$ cat src/rtl/pipeline_sequencer.sv
// Load/flush sequencer for the 5-stage LC-3b pipeline, including the LDI/STI two-access dmem walk.
// Optional saturating performance counters are built only when PIPE_PERF_EN is defined.
module pipeline_sequencer #(
  parameter int PERF_WIDTH = 16
) (
  input  logic                  clk,
  input  logic                  reset_n,
  input  logic                  imem_resp,
  input  logic                  dmem_resp,
  input  logic                  mem_valid,
  input  logic                  mem_read,
  input  logic                  mem_write,
  input  logic                  mem_indirect,
  input  logic                  mem_br_taken,
  input  logic                  load_use,
  output logic                  load_pc,
  output logic                  load_if_id,
  output logic                  load_id_ex,
  output logic                  load_ex_mem,
  output logic                  load_mem_wb,
  output logic                  bubble_if_id,
  output logic                  bubble_id_ex,
  output logic                  bubble_ex_mem,
  output logic                  pc_sel,
  output logic                  dmem_read,
  output logic                  dmem_write,
  output logic                  dmem_phase,
  output logic [PERF_WIDTH-1:0] perf_stall,
  output logic [PERF_WIDTH-1:0] perf_flush,
  output logic [PERF_WIDTH-1:0] perf_bubble
);

  typedef enum logic [1:0] {
    IDLE = 2'd0,
    IND2 = 2'd1,
    HOLD = 2'd2
  } dmem_state_t;

  dmem_state_t state_reg;
  dmem_state_t state_next;

  logic mem_acc;
  logic branch_flush;
  logic dmem_done;
  logic stall;
  logic rd_next;
  logic wr_next;
  logic phase_next;

  assign mem_acc      = mem_valid & (mem_read | mem_write);
  assign branch_flush = mem_valid & mem_br_taken;

  always_ff @(posedge clk or negedge reset_n) begin
    if (!reset_n) begin
      state_reg <= IDLE;
    end else begin
      state_reg <= state_next;
    end
  end

  always_comb begin
    state_next = state_reg;
    rd_next    = 1'b0;
    wr_next    = 1'b0;
    phase_next = 1'b0;
    dmem_done  = ~mem_acc;

    case (state_reg)
      IDLE: begin
        // Indirect ops read the pointer first, so the first access is always a read.
        rd_next   = mem_valid & (mem_read | mem_indirect);
        wr_next   = mem_valid & mem_write & ~mem_indirect;
        dmem_done = ~mem_acc | (dmem_resp & ~mem_indirect);
        if (dmem_resp & mem_indirect) begin
          state_next = IND2;
        end else if (dmem_resp & ~imem_resp) begin
          state_next = HOLD;
        end
      end
      IND2: begin
        rd_next    = mem_read;
        wr_next    = mem_write;
        phase_next = 1'b1;
        dmem_done  = ~mem_acc | dmem_resp;
        if (dmem_resp & ~imem_resp) begin
          state_next = HOLD;
        end
      end
      HOLD: begin
        // Data side finished; only waiting for the fetch to catch up.
        dmem_done = 1'b1;
      end
      default: begin
        state_next = IDLE;
      end
    endcase

    stall = ~imem_resp | ~dmem_done;
    if (!stall) begin
      state_next = IDLE;
    end
  end

  always_comb begin
    load_pc       = 1'b0;
    load_if_id    = 1'b0;
    load_id_ex    = 1'b0;
    load_ex_mem   = 1'b0;
    load_mem_wb   = 1'b0;
    bubble_if_id  = 1'b0;
    bubble_id_ex  = 1'b0;
    bubble_ex_mem = 1'b0;
    pc_sel        = 1'b0;
    dmem_read     = rd_next;
    dmem_write    = wr_next;
    dmem_phase    = phase_next;

    if (!reset_n) begin
      // Hold every stage register empty and drop any in-flight dmem request.
      bubble_if_id  = 1'b1;
      bubble_id_ex  = 1'b1;
      bubble_ex_mem = 1'b1;
      dmem_read     = 1'b0;
      dmem_write    = 1'b0;
      dmem_phase    = 1'b0;
    end else if (!stall) begin
      if (branch_flush) begin
        load_pc       = 1'b1;
        load_if_id    = 1'b1;
        load_id_ex    = 1'b1;
        load_ex_mem   = 1'b1;
        load_mem_wb   = 1'b1;
        bubble_if_id  = 1'b1;
        bubble_id_ex  = 1'b1;
        bubble_ex_mem = 1'b1;
        pc_sel        = 1'b1;
      end else if (load_use) begin
        // Freeze PC and IF/ID, let the load move on, insert one bubble behind it.
        load_id_ex    = 1'b1;
        load_ex_mem   = 1'b1;
        load_mem_wb   = 1'b1;
        bubble_id_ex  = 1'b1;
      end else begin
        load_pc       = 1'b1;
        load_if_id    = 1'b1;
        load_id_ex    = 1'b1;
        load_ex_mem   = 1'b1;
        load_mem_wb   = 1'b1;
      end
    end
  end

`ifdef PIPE_PERF_EN
  logic [2:0]            perf_event;
  logic [PERF_WIDTH-1:0] perf_count [3];

  assign perf_event[0] = stall;
  assign perf_event[1] = ~stall & branch_flush;
  assign perf_event[2] = ~stall & ~branch_flush & load_use;

  genvar gi;
  generate
    for (gi = 0; gi < 3; gi++) begin : g_perf
      logic [PERF_WIDTH-1:0] cnt_reg;

      always_ff @(posedge clk or negedge reset_n) begin
        if (!reset_n) begin
          cnt_reg <= '0;
        end else if (perf_event[gi] && (cnt_reg != {PERF_WIDTH{1'b1}})) begin
          cnt_reg <= cnt_reg + PERF_WIDTH'(1);
        end
      end

      assign perf_count[gi] = cnt_reg;
    end
  endgenerate

  assign perf_stall  = perf_count[0];
  assign perf_flush  = perf_count[1];
  assign perf_bubble = perf_count[2];
`else
  assign perf_stall  = '0;
  assign perf_flush  = '0;
  assign perf_bubble = '0;
`endif

endmodule

$ cat config.mk
export PLATFORM = sky130hd
export DESIGN_NAME = pipeline_sequencer
export DESIGN_NICKNAME = d
export VERILOG_FILES = /design/src/rtl/pipeline_sequencer.sv
export SDC_FILE = /design/constraint.sdc
export NUM_CORES = 1
export LEC_CHECK = 0
export CAP_MARGIN = 20
export CELL_PAD_IN_SITES_DETAIL_PLACEMENT = 0
export CELL_PAD_IN_SITES_GLOBAL_PLACEMENT = 2
export CORE_MARGIN = 2
export CORE_UTILIZATION = 14
export CTS_BUF_LIST = sky130_fd_sc_hd__clkbuf_2 sky130_fd_sc_hd__clkbuf_4 sky130_fd_sc_hd__clkbuf_8
export DETAILED_ROUTE_END_ITERATION = 16
export PLACE_DENSITY = 0.95
export SLEW_MARGIN = 10
export SYNTH_ARGS = -nofsm -noshare
export SYNTH_HDL_FRONTEND = slang
export SYNTH_SLANG_ARGS = --single-unit
$ cat constraint.sdc
create_clock -name clk -period 2.4 [get_ports clk]
set_input_delay 0.48 -clock clk [delete_from_list [all_inputs] [get_ports clk]]
set_output_delay 0.48 -clock clk [all_outputs]
set_load 0.03 [all_outputs]
==> impl_metrics.csv <==
group,metric,value,unit
power_and_ir_drop,total_power,0.390,mW
synthesis,netlist_instances,81,
clocking,postCtsSetupRepairBufs,0,
critical_path,worst_setup_path_end_kind,"output port",
power_and_ir_drop,combPwrFrac,0.551,
finish,nets,115,
finish,area_delta_synth_final,19.4,%
placed_design,dpl.hpwl,978,µm
run_status,status,"finished clean",
power_and_ir_drop,switching_share,0.486,
sta,report.final.slew_viol_count,0,
power_and_ir_drop,p_sw,0.189,mW
synthesis,post_synthesis_sequential_area_ratio,0.0792,
clocking,ctsHtreeMaxLevel,1,
grt,grt_start_max_net_pins,7,
placed_design,globalplace.congestion,0.777,
min_path,worstHoldPathType,"flip-flop to flip-flop",
critical_path,worst_path_dominant_cell_family,"buffers and inverters",
power_and_ir_drop,p_per_area,517,nW/µm²
sta,setup_tns_final,0,ns
floorplan,die_width,71.2,µm
floorplan,std_cell_rows,24,
grt,grt_antenna_before_repair,0,
sta,final_period_minus_worst_setup_slack,2.27,ns
critical_path,path_max_fanout,5,
routing,drt_drc_violations_left,0,
flow_run,cap_viol_max_count,0,
floorplan,placeableCoreArea,4350,µm²
critical_path,critical_path_required,1.92,ns
power_and_ir_drop,power_frac_clock,0.337,
critical_path,path_cells,"clkdlybuf4s50_1 > nor2b_2 > a211oi_4 > o21ai_1 > buf_4",
critical_path,timing.rr.end,"state_reg[0]",
sta,fmaxAchievable,441,MHz
sta,rsz0062_at_grt,"no",
synthesis,synthesis.yosys.warnings,0,
finish,antenna-diode-count,0,
critical_path,timing.critical_path.buf_inv,2,
critical_path,timing.setup.critical_path_class,"input port to output port",
placed_design,dpl-instance-area,711,µm²
synthesis,synth.avg_cell_area,7.80,µm²
sta,final_cycle_utilization_of_the_critical_path,0.945,
sta,timing.clock.skew,0.00210,ns
critical_path,setup.reg_to_reg.worst_slack,1.39,ns
floorplan,starting_utilization_of_the_core_area,0.145,
critical_path,cp.depth,5,
floorplan,design.die.area,5070,µm²
grt,globalRouteOverflowTotal,0,
placed_design,port-buffer-count,21,
finish,final_common_cell,"sky130_fd_sc_hd__conb_1",
floorplan,boundaryPins,70,
grt,global_route_wire_length_before_repair,1630,µm
critical_path,crit_path_start_kind,"input port",
routing,ant_nets,0,
critical_path,startpoint_of_the_lowest_slack_register_to_register_path,"state_reg[0]",
power_and_ir_drop,internal-power,0.200,mW
synthesis,netlist_area,632,µm²
finish,fin_util,0.173,
clocking,clock_latency,0.21,ns
routing,routed_wirelength,1130,µm
routing,vias_per_cell,2.84,
placed_design,place_worst_setup_slack,0.115,ns
critical_path,cp_slowest_stage_delay,0.44,ns
clocking,cts-buffers-inserted,3,
sta,setup_viol,0,
power_and_ir_drop,leakage,0.387,nW
sta,worst_hold_slack,0.656,ns
synthesis,synth-seq-cells,2,
power_and_ir_drop,irDropWorstVdd,0.106,mV
clocking,tritoncts,"yes",
clocking,cts_root_buffer,"sky130_fd_sc_hd__clkbuf_8",
routing,routed_wire_per_std_cell,7.28,µm
critical_path,critical-path-slowest-cell,"sky130_fd_sc_hd__clkdlybuf4s50_1",
finish,largest_reg_flops,2,
clocking,cts.sink_count,2,
critical_path,cp_startpoint,"dmem_resp",
floorplan,floorplan.die.height,71.2,µm
grt,grtUsageTotal,0.0419,
critical_path,cp-endpoint,"bubble_ex_mem",
critical_path,worst_ep_arrival_time,1.79,ns
clocking,worst_setup_hold_path_clk_slew,0.03,ns
critical_path,r2r_cells,2,
power_and_ir_drop,power.share.sequential,0.112,
finish,layout.cells.most_common_list,"48 x sky130_fd_sc_hd__conb_1, 13 x sky130_fd_sc_hd__buf_4, 9 x sky130_fd_sc_hd__clkdlybuf4s50_1",
placed_design,dpl.cell_count,152,
routing,dr_total_vias,440,
sta,postLayoutSetupSlackWorst,0.133,ns
grt,vias_in_the_first_global_route,340,
sta,report.final.hold_viol_count,0,
synthesis,synthDistinctLibCells,21,
clocking,clk_path_buf_depth,2,
routing,detailedRoute.firstPassIterationCount,4,
finish,final_cell_count_no_fill,155,
finish,postLayoutCellArea,754,µm²
finish,layout-drive-gt1-share,0.243,
routing,dr.first_iter.drc_count,10,
-- how the worst min path moves through the flow --
| stage | start | endpoint | slack (ns) | cells after the start |
|---|---|---|---|---|
| after floorplan | reset_n | state_reg[0] | 0.18 | 0 |
| after global placement | state_reg[1] | state_reg[0] | 0.64 | 2 |
| after detailed placement | state_reg[1] | state_reg[0] | 0.63 | 2 |
| after CTS | state_reg[1] | state_reg[0] | 0.64 | 2 |
| after global routing | reset_n | state_reg[1] | 0.68 | 2 |
| final | state_reg[1] | state_reg[0] | 0.66 | 2 |
-- routing by layer --
metal  up-vias  GRT usage  wire [µm]
li1        205          -          -
met1       187     0.0515        416
met2        46     0.0576        491
met3         2     0.0128        199
met4         0     0.0377         22
met5         -          0          0
-- repair_timing --
action                                  CTS  global route
hold buffers                              0             0
resized for setup                         0             1
endpoints found under the setup margin    0             2
-- cell usage after synthesis --
| cell type | n | area share |
|---|---|---|
| sky130_fd_sc_hd__nand2_1 | 3 | 0.018 |
| sky130_fd_sc_hd__nand2b_4 | 1 | 0.022 |
| sky130_fd_sc_hd__nor3_1 | 1 | 0.0079 |
| sky130_fd_sc_hd__nor2b_1 | 2 | 0.020 |
| sky130_fd_sc_hd__o21bai_1 | 1 | 0.012 |
| sky130_fd_sc_hd__conb_1 | 1 | 0.0059 |
| sky130_fd_sc_hd__dfrtp_1 | 2 | 0.079 |
| sky130_fd_sc_hd__nor4b_2 | 1 | 0.024 |
| sky130_fd_sc_hd__nor2_1 | 3 | 0.018 |
| sky130_fd_sc_hd__and4bb_2 | 1 | 0.020 |
| sky130_fd_sc_hd__a211oi_2 | 1 | 0.020 |
| sky130_fd_sc_hd__and2_1 | 1 | 0.0099 |
| sky130_fd_sc_hd__a21oi_1 | 2 | 0.016 |
| sky130_fd_sc_hd__buf_4 | 52 | 0.62 |
| sky130_fd_sc_hd__o21ai_1 | 3 | 0.024 |
| sky130_fd_sc_hd__o21ai_0 | 1 | 0.0079 |
| sky130_fd_sc_hd__a221oi_1 | 1 | 0.014 |
| sky130_fd_sc_hd__and3b_1 | 1 | 0.014 |
| sky130_fd_sc_hd__a211oi_4 | 1 | 0.032 |
| sky130_fd_sc_hd__nor2b_2 | 1 | 0.014 |
| sky130_fd_sc_hd__inv_1 | 1 | 0.0059 |
-- power groups by stage --
stage / clock network, mW / registers (mW) / logic [mW]
after floorplan: 0 / 0.0419 / 0.224
after global routing: 0.138 / 0.0447 / 0.227
after detailed placement: 0 / 0.0436 / 0.214
final: 0.131 / 0.0437 / 0.215
after CTS: 0.137 / 0.0435 / 0.214
after global placement: 0 / 0.0437 / 0.213
-- area by class of cell --
cell class	count	area, µm²
multi-input cells	73	367
inverters	1	3.75
clock buffers	3	41.3
well taps	52	65.1
flip-flops and latches	2	50.0
fillers	489	3600
repair buffers	24	228
-- cells by family (layout without fill, tap and decap cells) --
logic type	Yosys count	count (layout)	share of synthesized area
buf+inv	53	28	0.624
simple gates	15	15	0.166
compound gates	10	10	0.125
flops	2	2	0.0792
other cells	1	48	0.00593
-- tightest hold or removal path, stage by stage, from the launching register on --
cell and delay (ns):
sky130_fd_sc_hd__dfrtp_1 0.43, sky130_fd_sc_hd__o21bai_1 0.14, sky130_fd_sc_hd__a221oi_1 0.04
Note: power is estimated with default switching activity, not from simulation.
